$ cat src/rtl/load_store_unit.sv
// -----------------------------------------------------------------------------
// load_store_unit
//   RV32I load/store unit sitting between the execute stage and a word-only
//   data memory. Loads are decoded combinationally (lane select + sign/zero
//   extension). SW writes in one cycle. SB/SH need a read-modify-write:
//   the word is read and merged in IDLE (stalling the core), then written
//   back from RMW_WR on the following cycle. Misaligned accesses and
//   illegal funct3 codes are flagged and suppress any write.
//
// Ports
//   clk, rst       clock, asynchronous active-high reset
//   req, we        memory instruction present / store (1) or load (0)
//   funct3         access size and sign (000 B, 001 H, 010 W, 100 BU, 101 HU)
//   addr, wdata    byte address and store data from execute
//   rdata          extended load data to writeback
//   stall          core must hold PC and instruction this cycle
//   misalign       current request is misaligned or has an illegal funct3
//   mem_wr_en      data memory write enable
//   mem_addr       word-aligned data memory address
//   mem_wr_data    data memory write word
//   mem_rd_data    data memory asynchronous read word
// -----------------------------------------------------------------------------
module load_store_unit #(
   parameter int DATA_WIDTH = 32,
   parameter int ADDR_WIDTH = 32
) (
   input  logic                  clk,
   input  logic                  rst,
   input  logic                  req,
   input  logic                  we,
   input  logic [2:0]            funct3,
   input  logic [ADDR_WIDTH-1:0] addr,
   input  logic [DATA_WIDTH-1:0] wdata,
   output logic [DATA_WIDTH-1:0] rdata,
   output logic                  stall,
   output logic                  misalign,
   output logic                  mem_wr_en,
   output logic [ADDR_WIDTH-1:0] mem_addr,
   output logic [DATA_WIDTH-1:0] mem_wr_data,
   input  logic [DATA_WIDTH-1:0] mem_rd_data
);

   typedef enum logic {IDLE = 1'b0, RMW_WR = 1'b1} state_t;

   state_t                state;
   state_t                state_nxt;
   logic [ADDR_WIDTH-1:0] saved_addr;
   logic [DATA_WIDTH-1:0] saved_word;

   logic [1:0]            off;
   logic [ADDR_WIDTH-1:0] word_addr;
   logic                  illegal;
   logic                  bad_align;
   logic                  req_bad;
   logic                  sub_store;
   logic                  word_store;

   // Shift the addressed lane down to bit 0 and extend it to a full word.
   function automatic logic [DATA_WIDTH-1:0] load_extend(
      input logic [DATA_WIDTH-1:0] word,
      input logic [2:0]            f3,
      input logic [1:0]            lane
   );
      logic [DATA_WIDTH-1:0] sh;
      sh = word >> {lane, 3'b000};
      case (f3)
         3'b000:  return {{(DATA_WIDTH-8){sh[7]}}, sh[7:0]};
         3'b001:  return {{(DATA_WIDTH-16){sh[15]}}, sh[15:0]};
         3'b010:  return word;
         3'b100:  return {{(DATA_WIDTH-8){1'b0}}, sh[7:0]};
         3'b101:  return {{(DATA_WIDTH-16){1'b0}}, sh[15:0]};
         default: return '0;
      endcase
   endfunction

   // Insert the low byte/half of the store data at the addressed lane,
   // keeping the other bytes of the word read from memory.
   function automatic logic [DATA_WIDTH-1:0] merge_store(
      input logic [DATA_WIDTH-1:0] word,
      input logic [DATA_WIDTH-1:0] data,
      input logic [2:0]            f3,
      input logic [1:0]            lane
   );
      logic [DATA_WIDTH-1:0] mask;
      logic [DATA_WIDTH-1:0] ins;
      if (f3[1:0] == 2'b00) begin
         mask = {{(DATA_WIDTH-8){1'b0}}, 8'hFF} << {lane, 3'b000};
         ins  = {{(DATA_WIDTH-8){1'b0}}, data[7:0]} << {lane, 3'b000};
      end else begin
         mask = {{(DATA_WIDTH-16){1'b0}}, 16'hFFFF} << {lane, 3'b000};
         ins  = {{(DATA_WIDTH-16){1'b0}}, data[15:0]} << {lane, 3'b000};
      end
      return (word & ~mask) | (ins & mask);
   endfunction

   // Request decode
   assign off       = addr[1:0];
   assign word_addr = {addr[ADDR_WIDTH-1:2], 2'b00};
   assign illegal   = (funct3 == 3'b011) || (funct3 == 3'b110) || (funct3 == 3'b111);
   assign bad_align = ((funct3[1:0] == 2'b01) && off[0]) ||
                      ((funct3[1:0] == 2'b10) && (off != 2'b00));
   assign req_bad    = req && (illegal || bad_align);
   assign sub_store  = req && we && !req_bad && (funct3[1:0] != 2'b10);
   assign word_store = req && we && !req_bad && (funct3 == 3'b010);

   // State register and read-modify-write capture
   always_ff @(posedge clk or posedge rst) begin
      if (rst) begin
         state      <= IDLE;
         saved_addr <= '0;
         saved_word <= '0;
      end else begin
         state <= state_nxt;
         if (state == IDLE && sub_store) begin
            saved_addr <= word_addr;
            saved_word <= merge_store(mem_rd_data, wdata, funct3, off);
         end
      end
   end

   // Next-state logic
   always_comb begin
      state_nxt = state;
      case (state)
         IDLE:    if (sub_store) state_nxt = RMW_WR;
         RMW_WR:  state_nxt = IDLE;
         default: state_nxt = IDLE;
      endcase
   end

   // Output logic; reset forces all control outputs and rdata low at once,
   // which also drops a pending RMW write.
   always_comb begin
      rdata       = '0;
      stall       = 1'b0;
      misalign    = 1'b0;
      mem_wr_en   = 1'b0;
      mem_addr    = word_addr;
      mem_wr_data = wdata;
      if (!rst) begin
         case (state)
            IDLE: begin
               if (req_bad) begin
                  misalign = 1'b1;
               end else begin
                  rdata = load_extend(mem_rd_data, funct3, off);
                  if (word_store) mem_wr_en = 1'b1;
                  if (sub_store)  stall     = 1'b1;
               end
            end
            RMW_WR: begin
               mem_wr_en   = 1'b1;
               mem_addr    = saved_addr;
               mem_wr_data = saved_word;
            end
            default: ;
         endcase
      end
   end

endmodule

$ cat config.mk
export PLATFORM = sky130hd
export DESIGN_NAME = load_store_unit
export DESIGN_NICKNAME = d
export VERILOG_FILES = /design/src/rtl/load_store_unit.sv
export SDC_FILE = /design/constraint.sdc
export NUM_CORES = 1
export LEC_CHECK = 0
export ABC_AREA = 1
export CORE_ASPECT_RATIO = 0.8
export CORE_MARGIN = 4
export CORE_UTILIZATION = 30
export DETAILED_ROUTE_END_ITERATION = 12
export HOLD_SLACK_MARGIN = 0.08
export SLEW_MARGIN = 10
export SYNTH_ARGS = -nofsm -noshare
export SYNTH_HDL_FRONTEND = slang
export SYNTH_SLANG_ARGS = --single-unit
$ cat constraint.sdc
create_clock -name clk -period 3.01 [get_ports clk]
set_clock_uncertainty 0.1 [all_clocks]
set_input_delay 0.301 -clock clk [delete_from_list [all_inputs] [get_ports clk]]
set_output_delay 0.301 -clock clk [all_outputs]
set_load 0.01 [all_outputs]
* Word-level counts from Yosys, hierarchy flattened
Cells that the tools add are included.
** Storage, ports and cells
- Register bits after elaboration :: 63
- Input bits :: 103
- Output and inout port bits :: 99
- Word-level logic and storage cells :: 63
** Operators by class
- Equality and inequality tests :: 10
- Shift-type cells :: 5
- Mux-type cells :: 24
- Bitwise operators :: 5
- Reductions and logical operators :: 16
** Operator list (count)
- two-way mux 32 bit :: 11
- one-hot mux 32 bit (5 select lines) :: 1
- AND 32 bit :: 2
- NOT 32 bit :: 1
- OR 32 bit :: 1
- << shifter 16 x 5 -> 32 bit :: 1
- << shifter 16 x 5 -> 32 bit, first input constant :: 1
- << shifter 8 x 5 -> 32 bit :: 1
- << shifter 8 x 5 -> 32 bit, first input constant :: 1
- right shift 32 x 5 -> 16 bit :: 1
- equality test 3 bit, second input constant :: 4
- two-way mux 1 bit :: 10
- logical AND 1 bit :: 8
- equality test 3 x 2 -> 1 bit, second input constant :: 2
- logical OR 1 bit :: 4
- one-hot mux 1 bit (2 select lines) :: 2
- equality test 3 x 1 -> 1 bit, second input constant :: 1
- logical NOT 3 bit :: 1
- equality test 2 x 1 -> 1 bit, second input constant :: 1
- equality test 2 bit, second input constant :: 1
- logical NOT 2 bit :: 1
- != test 2 bit, second input constant :: 1
- nonzero test 2 bit :: 1
- logical NOT 1 bit :: 1
- NOT 1 bit :: 1

* Depth between registers and ports, before layout
Gate-level depths: netlist of the first run.
- Word-level depth :: 13
- Depth in mapped cells :: 10
- Gate-level depth less buffers :: 8

* Least setup slack after synthesis of the first run
Ideal clock, no wire load.
- Path kind :: input-to-output
- From :: in rst
- To :: out mem_wr_data[10]
- Data arrival time :: 2.783 ns
- Data required time :: 2.609 ns
- Slack :: -0.174 ns
- Stages on the path :: 6
- Cells stage by stage :: inv_1 -> nand2_1 -> buf_2 -> buf_2 -> buf_2 -> a21oi_1
** On the way
- Longest elaborated chain between the ends :: 1
** Ends and longest elaborated chain
- from (decl) :: RTL line 28 : input logic rst,
- two-way mux 32 bit :: RTL line 140 : if (!rst) begin
- to (decl) :: RTL line 39 : output logic [DATA_WIDTH-1:0] mem_wr_data,
Every way passes these cells.

* Worst setup path after layout of the first run
- From :: in addr[0]
- To :: out rdata[26]
** On the way
- Longest elaborated chain between the ends :: 8
** Ends and longest elaborated chain
- from (decl) :: RTL line 32 : input logic [ADDR_WIDTH-1:0] addr,
- branches (longest 5 deep; another with right shift 32 x 5 -> 16 bit)
- two-way mux 32 bit (*) :: RTL line 143 : if (req_bad) begin
- two-way mux 32 bit (*) :: RTL line 141 : case (state)
- two-way mux 32 bit (*) :: RTL line 140
- to (decl) :: RTL line 34 : output logic [DATA_WIDTH-1:0] rdata,
Every way passes the cells marked *.

==> results of run 1 <==
-- where the power goes --
part	internal [W]	switching (W)
logic	0.000450	0.000458
clock network	0.000660	0.000367
registers	0.00105	0.000107
-- area by class of cell --
| cell class | instances | area, um2 |
|---|---|---|
| Tap cell | 215 | 269 |
| Inverter | 41 | 158 |
| Timing Repair Buffer | 224 | 2230 |
| Fill cell | 1640 | 8380 |
| Clock buffer | 12 | 246 |
| Clock inverter | 4 | 45.0 |
| Sequential cell | 63 | 1580 |
| Multi-Input combinational cell | 581 | 2850 |
-- worst register-to-register path, stage by stage (launching register included) --
cell and delay (ns):
dfrtp_1 0.42, inv_2 0.11, buf_4 0.57, nand3_1 0.27
nand2_1 0.10
-- state kept, by name, summed over array words and instances (netlist names) --
name,flops
state,1
saved_word,32
saved_addr,30
-- final timing paths --
kind	start	end	slack, ns	cells past startpoint
worst max register to register	state	saved_word[24]	1.37	4
worst min register to register	saved_addr[25]	saved_addr[25]	0.37	2
min in group asynchronous	rst	saved_addr[27]	0.47	3
worst max-delay path	addr[0]	rdata[26]	0.17	10
worst min-delay path	saved_addr[25]	saved_addr[25]	0.37	2
max in group asynchronous	rst	saved_addr[3]	1.93	3
-- cell families after synthesis --
family,after synthesis,synth area share
compound gates,59,0.0620
buf+inv,92,0.0849
flops,63,0.328
mux,48,0.113
other cells,1,0.000781
simple gates,472,0.412
-- cell usage after synthesis --
| cell | count | area, um2 |
|---|---|---|
| buf_4 | 8 | 60.1 |
| inv_1 | 39 | 146 |
| mux2_2 | 48 | 541 |
| nand4_2 | 1 | 12.5 |
| nand2_1 | 214 | 803 |
| buf_2 | 26 | 130 |
| o21ai_1 | 3 | 15.0 |
| nor2_2 | 1 | 6.26 |
| inv_2 | 2 | 7.51 |
| nor2_4 | 1 | 11.3 |
| nor2_1 | 118 | 443 |
| or2_2 | 2 | 12.5 |
| dfrtp_1 | 63 | 1580 |
| nand2_2 | 1 | 6.26 |
| nand3_1 | 122 | 611 |
| buf_1 | 4 | 15.0 |
| a21oi_1 | 37 | 185 |
| clkbuf_1 | 13 | 48.8 |
| nand4_1 | 10 | 62.6 |
| o21ai_0 | 18 | 90.1 |
| nor3_1 | 2 | 10.0 |
| conb_1 | 1 | 3.75 |
| a21boi_1 | 1 | 7.51 |
-- layer usage --
layer,vias up,global-route usage
met5,-,0
met1,2602,0.309
li1,2754,-
met2,249,0.292
met4,0,0.0292
met3,8,0.0586
-- metrics by stage --
stage,hold slack [ns],instances
after global routing,0.389,1140
after global placement,0.359,1124
after floorplan,0.339,736
after detailed placement,0.366,1124
final,0.373,1140
after CTS,0.378,1140
==> qor.csv, run 1 <==
stage,metric,value,unit
drt,final_antenna_net_count,0,
placement,placed_area,7070,um2
critical_path,crit_fanout,16,
logic_synthesis,avgSynthCellArea,6.54,um2
global_route,grt_usage,0.204,
placement,preCtsSetupSlack,0.125,ns
final_layout,post-route-util,0.468,
global_route,grt_max_degree,64,
final_layout,fin_area,7370,um2
critical_path,path_class,primary input to output pin,
clock_network,cts_inserted_buffers,9,
pwr,power_density,419,nW/um2
floorplan,ios,202,
critical_path,path_cells,"clkdlybuf4s50_1, inv_2, nor2_2, nand2_1, nand3_1, nand2_1, nand2_4, nor2_1, nor2_1, clkdlybuf4s50_1",
drt,drt_iter0_drc,489,
timing,tns,0,ns
final_layout,areaGrowthSynthToFinish,53.4,%
drt,wl_met3,1680,um
critical_path,cp-end-kind,output pin,
drt,route.met2.wl,7650,um
timing,relSlewSlack,0.531,
drt,routed_wl,18500,um
drt,wl_met1,9000,um
global_route,grt_remaining_overflow,0,
clock_network,cts_hold_buf,0,
pwr,ir_drop,289,uV
logic_synthesis,yosysWarnings,0,
pwr,p_total,0.00309,W
timing,setup_slack,0.174,ns
placement,gp_congestion,0.877,
timing,rsz0062_at_grt,no,
critical_path,critPathTopFamily,buffers and inverters,
timing,maxSlewViolCount,0,
drt,drt_first_pass_iters,5,
critical_path,cp_slowest_cell,clkdlybuf4s50_1,
final_layout,fin_nets,1023,
critical_path,slowest_delay,0.58,ns
clock_network,cts.sinks,63,
run,drv_cap,0,
floorplan,initial_utilization,0.305,
run_status,status,"finished, final reports clean",
hold_path,hold_path_class,flip-flop to flip-flop,
floorplan,rows,41,
logic_synthesis,ys_seq_area_frac,0.328,
global_route,grt_pass1_vias,5411,
placement,dp_hpwl,14000,um
timing,fmax,353,MHz
logic_synthesis,synth_cells,735,
final_layout,final_common_cell,nand2_1,
clock_network,clock_latency,0.32,ns
pwr,leakage,3.49,nW
placement,port_buffers,199,
final_layout,antenna_cells,0,
logic_synthesis,ys_ff_latch,63,
timing,worstMarginPinSlew,0.703,ns
drt,top_layer,met4,
timing,min_period_over_period,0.942,
global_route,grt_pass1_wl,29400,um
critical_path,critPathRequiredTime,2.61,ns
global_route,grt_antenna_before_repair,0,
final_layout,final_cell_mix,"nand2_1 (212), clkdlybuf4s50_1 (199), nand3_1 (122)",
timing,setup_violations,0,
floorplan,core_area,15700,um2
clock_network,post_cts_buffers,0,
clock_network,cts_tree,done,
critical_path,start_kind,primary input,
clock_network,cts_max_path_buffers,2,
floorplan,die_h,121,um
floorplan,dieArea,18100,um2
final_layout,drive_gt1_frac,0.107,
critical_path,crit_arrival,2.43,ns
clock_network,clkSlewWorstSetupHoldPaths,0.06,ns
timing,final_hold_viol_count,0,
critical_path,critPathBufInv,3,
clock_network,ctsResizeCount,0,
drt,drt-vias-per-instance,4.92,
timing,finalCriticalPeriod,2.84,ns
drt,wl_per_cell,16.2,um
logic_synthesis,syn-cell-area,4800,um2
drt,drcViolationCount,0,
clock_network,cts_root_buf,clkbuf_16,
logic_synthesis,yosys.cell_types.count,23,
clock_network,htree_levels,3,
floorplan,die_w,149,um
drt,dr_total_vias,5613,
Note: power is estimated with default switching activity, not from simulation.
==> run 2, diff against run 1 <==
==> constraint.sdc (replaced) <==
create_clock -name clk -period 3.01 [get_ports clk]
set_clock_uncertainty 0.1 [all_clocks]
set_input_delay 0.4515 -clock clk [delete_from_list [all_inputs] [get_ports clk]]
set_output_delay 0.4515 -clock clk [all_outputs]
set_load 0.01 [all_outputs]
==> run 2 against run 1 <==
Against the previous run: setup slack got worse by 0.10 ns; sequential share of layout area fell by 1.1 points; non-clock buffer count rose by 31; largest cell class unchanged; sequential cell count did not move; critical path depth fell by 1; fmax fell by 3.5%; worst hold slack got worse by 0.050 ns; wire length rose by 4.0%; count of clock-buffer cells in the layout fell by 1; sequential power barely moved; power fell by 2.0%.
==> qor.csv, run 2 (same netlist as run 1, synthesis figures left out) <==
stage,metric,value,unit,change
clock_network,clock_latency,0.32,ns,about the same
global_route,grt_antenna_before_repair,0,,unchanged
final_layout,final_common_cell,nand2_1,,unchanged
final_layout,areaGrowthSynthToFinish,62.1,%,was 53.4%
placement,gp_congestion,0.911,,was 0.877
pwr,ir_drop,286,uV,was 289 uV
critical_path,cp_slowest_cell,clkdlybuf4s50_1,,unchanged
hold_path,hold_path_class,primary input to async pin,,was flip-flop to flip-flop
clock_network,cts_hold_buf,0,,unchanged
pwr,power_density,389,nW/um2,was 419 nW/um2
final_layout,top_regs,"saved_word: 32 flops, saved_addr: 30 flops, state: 1 flops",,unchanged
final_layout,final_cell_mix,"nand2_1 (211), clkdlybuf4s50_1 (169), nand3_1 (122)",,"was nand2_1 (212), clkdlybuf4s50_1 (199), nand3_1 (122)"
floorplan,die_w,149,um,unchanged
drt,final_antenna_net_count,0,,unchanged
critical_path,critPathRequiredTime,2.46,ns,was 2.61 ns
critical_path,slowest_delay,0.55,ns,was 0.58 ns
critical_path,path_cells,"clkdlybuf4s50_1, o21ai_2, nand2_1, nand3_1, nand4_1, buf_4, clkbuf_16, nor2_1, clkdlybuf4s50_1",,"was clkdlybuf4s50_1, inv_2, nor2_2, nand2_1, nand3_1, nand2_1, nand2_4, nor2_1, nor2_1, clkdlybuf4s50_1"
timing,setup_violations,0,,unchanged
drt,routed_wl,19200,um,"was 18,500 um"
clock_network,clkSlewWorstSetupHoldPaths,0.06,ns,about the same
global_route,grt_usage,0.202,,was 0.204
critical_path,reg2regPathDepth,5,,was 4
drt,drcViolationCount,0,,unchanged
critical_path,critPathBufInv,4,,was 3
global_route,grt_remaining_overflow,0,,unchanged
critical_path,crit_arrival,2.39,ns,was 2.43 ns
critical_path,critPathTopFamily,buffers and inverters,,unchanged
critical_path,crit_fanout,14,,was 16
critical_path,cp-end-kind,output pin,,unchanged
floorplan,ios,202,,unchanged
timing,worstMarginPinSlew,0.680,ns,was 0.703 ns
placement,dp_hpwl,14400,um,"was 14,000 um"
drt,drt_first_pass_iters,5,,unchanged
timing,setup_slack,0.0720,ns,was 0.174 ns
timing,relSlewSlack,0.547,,was 0.531
clock_network,htree_levels,3,,unchanged
floorplan,initial_utilization,0.305,,unchanged
floorplan,rows,41,,unchanged
timing,min_period_over_period,0.976,,was 0.942
run,drv_cap,0,,unchanged
run_status,status,"finished, final reports clean",,unchanged
final_layout,final_cells,1171,,"was 1,140"
timing,final_hold_viol_count,0,,unchanged
timing,hold_ws,0.324,ns,was 0.373 ns
placement,port_buffers,199,,unchanged
floorplan,core_area,15700,um2,unchanged
final_layout,post-route-util,0.494,,was 0.468
drt,wl_per_cell,16.4,um,was 16.2 um
global_route,grt_pass1_wl,29000,um,"was 29,400 um"
critical_path,path_class,primary input to output pin,,unchanged
drt,drt-vias-per-instance,4.95,,was 4.92
final_layout,antenna_cells,0,,unchanged
global_route,grt_max_degree,64,,unchanged
timing,finalCriticalPeriod,2.94,ns,was 2.84 ns
placement,dp.cells,1146,,"was 1,124"
drt,dr_total_vias,5792,,"was 5,613"
drt,drt_iter0_drc,405,,was 489
final_layout,drive_gt1_frac,0.140,,was 0.107
clock_network,cts.sinks,63,,unchanged
critical_path,cpMostUsedCell,clkdlybuf4s50_1,,
clock_network,cts_inserted_buffers,9,,unchanged
final_layout,largest_reg_flops,32,,unchanged
timing,maxSlewViolCount,0,,unchanged
clock_network,cts_tree,done,,unchanged
critical_path,start_kind,primary input,,unchanged
floorplan,dieArea,18100,um2,unchanged
final_layout,top_register,saved_word,,unchanged
clock_network,cts_root_buf,clkbuf_16,,unchanged
pwr,leakage,4.17,nW,was 3.49 nW
critical_path,cp.depth,9,,was 10
global_route,grt_pass1_vias,5419,,"was 5,411"
clock_network,cts_max_path_buffers,2,,unchanged
floorplan,die_h,121,um,unchanged
timing,fmax,340,MHz,was 353 MHz
final_layout,fin_nets,1054,,"was 1,023"
placement,preCtsSetupSlack,-0.0591,ns,was 0.125 ns
[run 2: cell types whose count changed in the layout (fill, tap and decap cells not counted), sizes merged]
cell / before / now
clkbuf: 12 / 13
dlymetal6s2s: 0 / 29
bufinv: 1 / 0
dlygate4sd2: 0 / 1
clkdlybuf4s50: 199 / 169
clkinv: 3 / 5
buf: 25 / 54
[run 2: path summary, 6_finish.rpt]
kind,end,slack [ns],start
setup reg to reg,saved_word[20],1.35,state
hold reg to reg,saved_word[21],0.37,saved_word[21]
hold / removal,saved_addr[23],0.32,rst
max in group asynchronous,saved_addr[2],1.88,rst
min in group clk,saved_word[21],0.37,saved_word[21]
setup / recovery,rdata[11],0.07,funct3[0]
[run 2: timing repair]
| action | CTS | global route |
|---|---|---|
| setup buffers | 0 | 7 |
| pin swaps | 0 | 1 |
| resized for setup | 1 | 42 |
| gates cloned | 0 | 2 |
| setup endpoints to repair | 15 | 71 |
[run 2: final cells by class]
| type | instances | area [um2] |
|---|---|---|
| clock inverters | 5 | 25.0 |
| fillers | 1647 | 7960 |
| flip-flops and latches | 63 | 1580 |
| well taps | 215 | 269 |
| multi-input cells | 581 | 2860 |
| inverters | 41 | 158 |
| repair buffers | 255 | 2660 |
| clock buffers | 11 | 233 |
[run 2: through the flow]
step	power (W)	instance area (um2)	setup TNS, ns
2_1_floorplan	0.00162	4810	0
5_1_grt	0.00323	7790	-0.118
3_5_place_dp	0.00211	7300	-0.298
3_3_place_gp	0.00210	7300	0
6_report	0.00303	7790	0
4_1_cts	0.00304	7560	0
[run 2: metal layers]
| layer | track usage | vias to the layer above | share of wire |
|---|---|---|---|
| li1 | - | 2818 | - |
| met1 | 0.305 | 2714 | 0.49 |
| met2 | 0.297 | 250 | 0.42 |
| met3 | 0.0541 | 10 | 0.091 |
| met4 | 0.0212 | 0 | 0.0053 |
| met5 | 0 | - | 0 |
[run 2: tightest hold or removal path, cell delays in order]
cell and delay, ns:
dlymetal6s2s_1 0.17, clkinvlp_4 0.14, buf_4 0.12, buf_4 0.24
[run 2: power by group]
part / leakage, nW / total [W] / switching (W) / internal [W]
Clock: 0.133 / 0.000907 / 0.000358 / 0.000549
Sequential: 0.795 / 0.00116 / 0.000111 / 0.00105
Combinational: 3.24 / 0.000963 / 0.000475 / 0.000488
Total: 4.17 / 0.00303 / 0.000943 / 0.00208
==> run 3, diff against run 2 <==
- SETUP_SLACK_MARGIN: not set -> 0.1
- SKIP_LAST_GASP: not set -> 1
==> run 3 against run 2 <==
Against the previous run: critical path depth stayed put; critical endpoint is now rdata[0]; via count is 0.85% lower; fmax up 0.49%; clock power is 6.1% higher; wire length increased by 1.4%; power rose by 1.6%; combinational power fell by 1%; non-clock buffer count down 6; register-to-register slack got worse by 0.02 ns; final cell count decreased by 0.51%.
==> qor.csv, run 3 (same netlist as run 1, synthesis figures left out) <==
stage,metric,value,unit,change
clock_network,htree_levels,3,,unchanged
placement,dp_hpwl,13900,um,"was 14,400 um"
final_layout,fin_nets,1048,,"was 1,054"
drt,dr_total_vias,5743,,"was 5,792"
global_route,grt_max_degree,64,,unchanged
critical_path,slowest_delay,0.54,ns,was 0.55 ns
global_route,grtUsageMet2,0.297,,about the same
critical_path,critPathRequiredTime,2.46,ns,about the same
placement,preCtsSetupSlack,-0.0555,ns,was -0.0591 ns
final_layout,final_cells,1165,,"was 1,171"
global_route,grt_remaining_overflow,0,,unchanged
final_layout,top_regs,"saved_word: 32 flops, saved_addr: 30 flops, state: 1 flops",,unchanged
clock_network,clkSlewWorstSetupHoldPaths,0.05,ns,was 0.06 ns
critical_path,start_kind,primary input,,unchanged
floorplan,initial_utilization,0.305,,unchanged
pwr,intPower,0.00212,W,was 0.00208 W
global_route,grt_usage,0.204,,was 0.202
critical_path,cp_slowest_cell,clkdlybuf4s50_1,,unchanged
drt,drcViolationCount,0,,unchanged
placement,dp.cells,1142,,"was 1,146"
clock_network,cts_root_buf,clkbuf_16,,unchanged
floorplan,dieArea,18100,um2,unchanged
timing,finalCriticalPeriod,2.92,ns,was 2.94 ns
critical_path,critPathBufInv,5,,was 4
clock_network,cts_inserted_buffers,9,,unchanged
final_layout,antenna_cells,0,,unchanged
final_layout,final_common_cell,nand2_1,,unchanged
timing,maxSlewViolCount,0,,unchanged
clock_network,cts_max_path_buffers,2,,unchanged
pwr,leakage,4.02,nW,was 4.17 nW
pwr,seqPwrFrac,0.378,,was 0.382
critical_path,path_class,primary input to output pin,,unchanged
run_status,status,"finished, final reports clean",,unchanged
final_layout,areaGrowthSynthToFinish,60.8,%,was 62.1%
clock_network,clock_latency,0.32,ns,about the same
critical_path,crit_arrival,2.37,ns,was 2.39 ns
pwr,comb_power_share,0.310,,was 0.318
clock_network,cts_tree,done,,unchanged
placement,port_buffers,199,,unchanged
global_route,grt_pass1_wl,29300,um,"was 29,000 um"
critical_path,crit_fanout,11,,was 14
drt,final_antenna_net_count,0,,unchanged
placement,gp_congestion,0.876,,was 0.911
floorplan,ios,202,,unchanged
floorplan,die_h,121,um,unchanged
global_route,grt_antenna_before_repair,0,,unchanged
clock_network,cts.sinks,63,,unchanged
pwr,power_density,398,nW/um2,was 389 nW/um2
final_layout,final_cell_mix,"nand2_1 (211), clkdlybuf4s50_1 (155), nand3_1 (122)",,"was nand2_1 (211), clkdlybuf4s50_1 (169), nand3_1 (122)"
global_route,grt_util_met1,0.302,,was 0.305
timing,min_period_over_period,0.971,,was 0.976
drt,routed_wl,19500,um,"was 19,200 um"
final_layout,top_register,saved_word,,unchanged
floorplan,core_area,15700,um2,unchanged
timing,setup_violations,0,,unchanged
drt,drt-vias-per-instance,4.93,,was 4.95
timing,final_hold_viol_count,0,,unchanged
timing,rsz0062_at_grt,yes,,
pwr,p_sw_frac,0.309,,was 0.312
drt,drt_iter0_drc,319,,was 405
floorplan,rows,41,,unchanged
critical_path,critPathTopFamily,buffers and inverters,,unchanged
drt,wl_per_cell,16.7,um,was 16.4 um
floorplan,die_w,149,um,unchanged
drt,drt_first_pass_iters,5,,unchanged
critical_path,path_cells,"clkdlybuf4s50_1, buf_4, buf_12, buf_4, nand3_1, a21oi_1, a21oi_1, nor2_1, clkdlybuf4s50_1",,"was clkdlybuf4s50_1, o21ai_2, nand2_1, nand3_1, nand4_1, buf_4, clkbuf_16, nor2_1, clkdlybuf4s50_1"
global_route,grt_pass1_vias,5497,,"was 5,419"
global_route,grtUsageMet3,0.0631,,was 0.0541
pwr,p_total,0.00308,W,was 0.00303 W
timing,fmax,342,MHz,was 340 MHz
final_layout,fin_area,7730,um2,was 7790 um2
critical_path,cp-end-kind,output pin,,unchanged
global_route,grt-busiest-layer,met1,,unchanged
run,drv_cap,0,,unchanged
timing,relSlewSlack,0.437,,was 0.547
timing,worstMarginPinSlew,0.844,ns,was 0.680 ns
clock_network,cts_hold_buf,0,,unchanged
placement,placed_area,7250,um2,was 7300 um2
timing,setup_slack,0.0862,ns,was 0.0720 ns
pwr,ir_drop,306,uV,was 286 uV
final_layout,largest_reg_flops,32,,unchanged
pwr,pwr-share-clk,0.313,,was 0.300
final_layout,drive_gt1_frac,0.138,,was 0.140
pwr,switchingPower,0.000951,W,was 0.000943 W
hold_path,hold_path_class,flip-flop to flip-flop,,was primary input to async pin
[run 3: changes by cell type in the layout (fill, tap and decap cells not counted), sizes merged]
cell | before | now
dlygate4sd2 | 1 | 25
clkdlybuf4s50 | 169 | 155
dlymetal6s2s | 29 | 19
buf | 54 | 46
clkbuf | 13 | 16
clkinv | 5 | 2
bufbuf | 0 | 1
clkinvlp | 1 | 2
[run 3: layout make-up]
cell class / instances / area (um2)
timing repair buffer: 249 / 2560
clock buffer: 13 / 260
clock inverter: 3 / 17.5
sequential: 63 / 1580
tap: 215 / 269
multi-input combinational: 581 / 2880
inverter: 41 / 158
fill: 1638 / 8020
[run 3: worst register-to-register path: cells and delay by family (launching register included)]
family / cells / cell delay [ns]
and+or+nand+nor: 2 / 0.33
buffers and inverters: 2 / 0.72
DFF: 1 / 0.46
[run 3: metal layers]
| metal | part of all wire | vias up |
|---|---|---|
| li1 | - | 2805 |
| met1 | 0.49 | 2702 |
| met2 | 0.42 | 228 |
| met3 | 0.091 | 8 |
| met4 | 0.0057 | 0 |
| met5 | 0 | - |
[run 3: metrics by stage]
| stage | util | TNS [ns] | hold slack [ns] |
|---|---|---|---|
| 3_5_place_dp | 0.460 | -0.524 | 0.361 |
| 3_3_place_gp | 0.460 | -0.167 | 0.359 |
| 6_report | 0.491 | 0 | 0.373 |
| 2_1_floorplan | - | 0 | 0.345 |
| 4_1_cts | 0.480 | 0 | 0.379 |
| 5_1_grt | 0.491 | -0.00177 | 0.388 |
[run 3: final timing paths]
path	slack, ns	depth (start not counted)	end	from
worst max-delay path	0.09	9	rdata[0]	addr[1]
worst min-delay path	0.37	2	saved_addr[19]	saved_addr[19]
worst max register to register	1.33	4	saved_word[12]	state
worst min register to register	0.37	2	saved_addr[19]	saved_addr[19]
max in group asynchronous	1.66	4	saved_addr[5]	rst
min in group asynchronous	0.58	4	saved_word[3]	rst
[run 3: power groups by stage]
| stage | sequential [W] | clock, W | combinational (W) |
|---|---|---|---|
| after floorplan | 0.00113 | 0 | 0.000491 |
| after global placement | 0.00117 | 0 | 0.000925 |
| after detailed placement | 0.00117 | 0 | 0.000937 |
| after CTS | 0.00116 | 0.000993 | 0.000940 |
| after global routing | 0.00119 | 0.00103 | 0.00105 |
| final | 0.00116 | 0.000962 | 0.000953 |
[run 3: what timing repair did]
item	4_1_cts	5_1_grt
gates resized for setup	32	27
pin swaps	0	1
setup buffers	1	2
setup endpoints to repair	63	60
cloned	1	3
==> variant 1, RTL diff (flow settings as in run 3) <==
The parameter `ADDR_WIDTH` goes from 32 to 64.
--- a/src/rtl/load_store_unit.sv
+++ b/src/rtl/load_store_unit.sv
@@ -22,7 +22,7 @@
 // -----------------------------------------------------------------------------
 module load_store_unit #(
    parameter int DATA_WIDTH = 32,
-   parameter int ADDR_WIDTH = 32
+   parameter int ADDR_WIDTH = 64
 ) (
    input  logic                  clk,
    input  logic                  rst,
Interface: changed (resized addr and mem_addr); port bits go from 202 to 266. No check against the original RTL was run, so the function may have changed too.
==> variant 1 against run 3 <==
Sequential cell count increased by 32; synthesized area increased by 39%; via count increased by 28%; maximum frequency decreased by 0.14%; cell area increased by 36%; worst setup slack got worse by 4.0 ps; hold slack improved by 4.0 ps; total power increased by 38%; routed wire length increased by 29%; largest power group unchanged.
==> variant 1: results (changes against run 3) <==
.. list-table::
   :header-rows: 1

   * - Metric
     - Value
   * - Status
     - finished clean
   * - Net total in the final layout
     - 1332 (+27%)
   * - Worst-path clk slew
     - 70 ps (+20 ps)
   * - Register-to-Register Path Depth
     - 4 (unchanged)
   * - First-pass GRT wire length
     - 39.40 mm (+34%)
   * - Vias in the first global route
     - 7139 (+30%)
   * - Number of port buffers
     - 263 (+32%)
   * - Sequential share of the synthesized area
     - 35.72% (+2.9 points)
   * - Largest cells by area after synthesis
     - sky130_fd_sc_hd__dfrtp_1, sky130_fd_sc_hd__nand2_1, sky130_fd_sc_hd__mux2_2, sky130_fd_sc_hd__nand3_1, sky130_fd_sc_hd__nor2_1
   * - Post-CTS Setup Bufs
     - 4 (+3)
   * - Max VDD drop
     - 240.2 uV (-22%)
   * - Startpoint of the lowest-slack hold path
     - saved_addr[10]
   * - Total met2 wirelength after detailed routing
     - 10.80 mm (+33%)
   * - Number of DRC markers in iteration 0
     - 468 (+47%)
   * - End of the worst register-to-register path
     - saved_word[23]
   * - Layout cell share with drive strength beyond 1
     - 17.64% (+3.8 points)
   * - Met3 global-route usage
     - 5.925% (-0.39 points)
   * - Met3 Wirelength
     - 2.228 mm (+26%)
   * - Setup crit end
     - mem_addr[3]
   * - Setup crit start
     - rst
   * - Leading cell types by count after synthesis
     - sky130_fd_sc_hd__nand2_1, sky130_fd_sc_hd__nand3_1, sky130_fd_sc_hd__dfrtp_1
   * - Total routing resource utilization after global routing
     - 19.81% (-0.54 points)
   * - Number of clock buffers inserted by TritonCTS
     - 9 (unchanged)
   * - Startpoint of the lowest-slack register-to-register path
     - state
   * - Via count
     - 7336 (+28%)
   * - Detailed placer's ending HPWL
     - 18.13 mm (+31%)
   * - Detailed-router iteration count before antenna repair
     - 5 (unchanged)
   * - R2R Setup Slk
     - 1060 ps (-270 ps)
   * - Max_slew headroom
     - 27.86% (-16 points)
   * - Post-cts resize count
     - 23 (-28%)
   * - Worst-Skew Late Latency
     - 340 ps (+20 ps)
   * - Number of distinct library cells after synthesis
     - 27 (+17%)
   * - WHS Endpoint
     - saved_addr[10]
   * - Setup WS pre-CTS
     - -7.188 ps (+48.33 ps)
   * - Registers with the most flip-flops
     - saved_addr x62, saved_word x32, state x1
   * - Routability congestion estimate from global placement
     - 0.9815 (+12%)
   * - Maximum fanout count along the critical path
     - 31 (+20)
   * - Largest delay contributor family on the critical path
     - buffers and inverters
   * - Crit path largest cell delay
     - 520 ps (-20 ps)
   * - Maximum number of pins on one net before global-route repair
     - 96 (+50%)
   * - Post-route minimum period
     - 2928 ps (+3.987 ps)
   * - M1 GR Usage
     - 28.43% (-1.7 points)
   * - Post-Route M1 WL
     - 11.81 mm (+25%)
   * - Antenna fix cells
     - 0 (unchanged)
   * - Total wire length
     - 25.18 mm (+29%)
   * - Static leakage
     - 0.005678 uW (+41%)
   * - Met2 Track Usage GR
     - 30.02% (+0.33 points)
## variant 1: changes by cell type in the layout (fill, tap and decap cells not counted), moves of 32 or more
cell                              change
sky130_fd_sc_hd__clkdlybuf4s50_1     +63
sky130_fd_sc_hd__dfrtp_1             +32
sky130_fd_sc_hd__mux2_4              +37
sky130_fd_sc_hd__nand2_1            +143
sky130_fd_sc_hd__nand3_1             +47
sky130_fd_sc_hd__nor2_1              -77
## variant 1: worst min-delay path: stages, from the launching register on
cell and delay (ps):
sky130_fd_sc_hd__dfrtp_1 340, sky130_fd_sc_hd__nand2_1 50, sky130_fd_sc_hd__nand2_1 50
## variant 1: stage by stage
step           hold WS [ps]  power [uW]  util (%)  instances  instance area [sq um]
2_1_floorplan         345.2        2395         -        920                   6858
4_1_cts               382.3        4293     47.93       1497                  10390
3_3_place_gp          358.9        3020     46.24       1476                  10030
6_report              377.5        4241     48.57       1502                  10530
3_5_place_dp          363.7        3044     46.24       1476                  10030
5_1_grt               394.7        4512     48.57       1502                  10530
## variant 1: cells by family (layout without fill, tap and decap cells)
| group | count (synthesis) | after routing | share of synthesized area (%) |
|---|---|---|---|
| and+or+nand+nor | 595 | 595 | 38.03 |
| buffers and inverters | 105 | 387 | 7.595 |
| muxes | 93 | 93 | 15.74 |
| AOI/OAI and AO/OA | 30 | 30 | 2.858 |
| other | 1 | 2 | 0.05635 |
| DFF | 95 | 95 | 35.72 |
## variant 1: area by class of cell
cell class              instances  area (sq um)
clock buffers                  11         242.7
clock inverters                 5         63.81
fillers                      2147         11150
inverters                      39         151.4
multi-input cells             720          3974
flip-flops and latches         95          2377
well taps                     300         375.4
repair buffers                332          3346
## variant 1: power breakdown
part           switching [uW]  leakage (uW)  internal, uW  total [uW]
Sequential                169       0.00120          1570        1740
Clock                     530      0.000147           676        1210
Combinational             617       0.00433           676        1290
==> variant 2, RTL diff (config.mk and constraints of run 3) <==
Made on the original files. Make the reset (`rst`) synchronous in one clocked block. Comments in the files are not updated.
--- a/src/rtl/load_store_unit.sv
+++ b/src/rtl/load_store_unit.sv
@@ -104,7 +104,7 @@
    assign word_store = req && we && !req_bad && (funct3 == 3'b010);
 
    // State register and read-modify-write capture
-   always_ff @(posedge clk or posedge rst) begin
+   always_ff @(posedge clk) begin
       if (rst) begin
          state      <= IDLE;
          saved_addr <= '0;
Function: no difference found for any inputs over 4 cycles, from zero or initial values and one cycle with rst high; that may be too few to reach the edited logic, so the function may still have changed.
==> variant 2 against run 3 <==
Worst setup slack worse by 2.2 ps; register-to-register slack improved by 90 ps; cell area about the same; routed wire length fell by 7.5%; first-iteration DRC count is 28% higher; sequential cell count unchanged; die area rose by 3.6%; total power is 11% lower; synthesized area up 3.8%; synthesized cell count up 28%; largest cell class unchanged; largest power group is now the clock network.
==> variant 2: results (changes against run 3) <==
.. list-table::
   :header-rows: 1

   * - Metric
     - Value
   * - Routability congestion estimate from global placement
     - 0.8919 (+1.8%)
   * - Max Used Layer
     - met4
   * - Max VDD drop
     - 284.9 uV (-7.1%)
   * - Static leakage
     - 0.004124 uW (+2.5%)
   * - Final hold slack
     - 409.1 ps (+35.61 ps)
   * - Synthesized instance count
     - 939 (+28%)
   * - Net total in the final layout
     - 1237 (+18%)
   * - Largest cells by area after synthesis
     - sky130_fd_sc_hd__dfxtp_1, sky130_fd_sc_hd__nand2_1, sky130_fd_sc_hd__nor2_1, sky130_fd_sc_hd__o21ai_0, sky130_fd_sc_hd__inv_1
   * - Status
     - finished clean
   * - Cell depth of the worst hold path
     - 4 (+2)
   * - Layout cell share with drive strength beyond 1
     - 8.172% (-5.6 points)
   * - Inst Count DP
     - 1338 (+17%)
   * - Ratio of total power to cell area
     - 355.3 mW/mm^2 (-11%)
   * - R2R Setup Slk
     - 1420 ps (+90 ps)
   * - Maximum fanout count along the critical path
     - 13 (+2)
   * - Setup WS pre-CTS
     - 16.41 ps (+71.93 ps)
   * - First-pass GRT wire length
     - 27.86 mm (-5.0%)
   * - End of the worst register-to-register path
     - saved_word[24]
   * - Achievable Freq
     - 341.8 MHz (about the same)
   * - Startpoint of the lowest-slack hold path
     - saved_word[15]
   * - Max_slew headroom
     - 54.07% (+10 points)
   * - Vias in the first global route
     - 5435 (-1.1%)
   * - Startpoint of the lowest-slack register-to-register path
     - state
   * - Leading cell types by count after synthesis
     - sky130_fd_sc_hd__nand2_1, sky130_fd_sc_hd__nor2_1, sky130_fd_sc_hd__inv_1
   * - Share of flip-flops with an asynchronous set or reset
     - 0% (-100 points)
   * - Number of distinct library cells after synthesis
     - 25 (+8.7%)
   * - Int Pwr
     - 1944 uW (-8.5%)
   * - Via count
     - 6098 (+6.2%)
   * - Register-to-Register Path Depth
     - 6 (+2)
   * - Detailed placer's ending HPWL
     - 13.81 mm (-0.45%)
   * - Area used by multi-input combinational logic
     - 0.003040 sq mm (+5.5%)
   * - Met3 global-route usage
     - 4.619% (-1.7 points)
   * - Placed inst area
     - 0.007392 sq mm (+2.0%)
   * - Post-CTS Setup Bufs
     - 0 (-1)
   * - Sequential share of the synthesized area
     - 25.29% (-7.5 points)
   * - Met3 Wirelength
     - 1.399 mm (-21%)
   * - Total routing resource utilization after global routing
     - 18.12% (-2.2 points)
   * - Clock group power
     - 1050 uW (+9%)
   * - Complex-gate fraction of the synthesized area
     - 11.77% (+5.6 points)
   * - Crit path largest cell delay
     - 560 ps (+20 ps)
   * - Total met2 wirelength after detailed routing
     - 7.631 mm (-6.0%)
   * - Maximum number of pins on one net before global-route repair
     - 118 (+84%)
   * - M1 GR Usage
     - 26.06% (-4.1 points)
   * - WHS Endpoint
     - saved_word[15]
   * - Number of DRC markers in iteration 0
     - 409 (+28%)
   * - Antenna violations before repair
     - 1 (+1)
-- variant 2: worst max-delay path by stage --
| stage | cells after the start | endpoint | startpoint |
|---|---|---|---|
| final | 9 | rdata[6] | addr[1] |
| after global routing | 9 | rdata[6] | addr[1] |
| after detailed placement | 9 | rdata[16] | funct3[0] |
| after floorplan | 10 | rdata[21] | addr[0] |
| after global placement | 9 | rdata[12] | addr[0] |
| after CTS | 8 | rdata[5] | addr[0] |
-- variant 2: final cells by class --
class | instances | share of cell area, %
flip-flops and latches | 63 | 16.32
repair buffers | 241 | 31.45
diodes | 1 | 0.03239
clock inverters | 3 | 0.5506
multi-input cells | 706 | 39.35
clock buffers | 12 | 3.320
inverters | 113 | 5.490
well taps | 215 | 3.482
-- variant 2: what timing repair did --
action                     in CTS  in global routing
resized for setup              21                 18
cloned                          0                  0
setup endpoints to repair      31                 19
pin swaps                       0                  1
-- variant 2: worst max-delay path: cells and delay by family --
family,cells,cell delay [ps]
buf+inv,5,1470
compound gates,3,390
simple gates,1,60
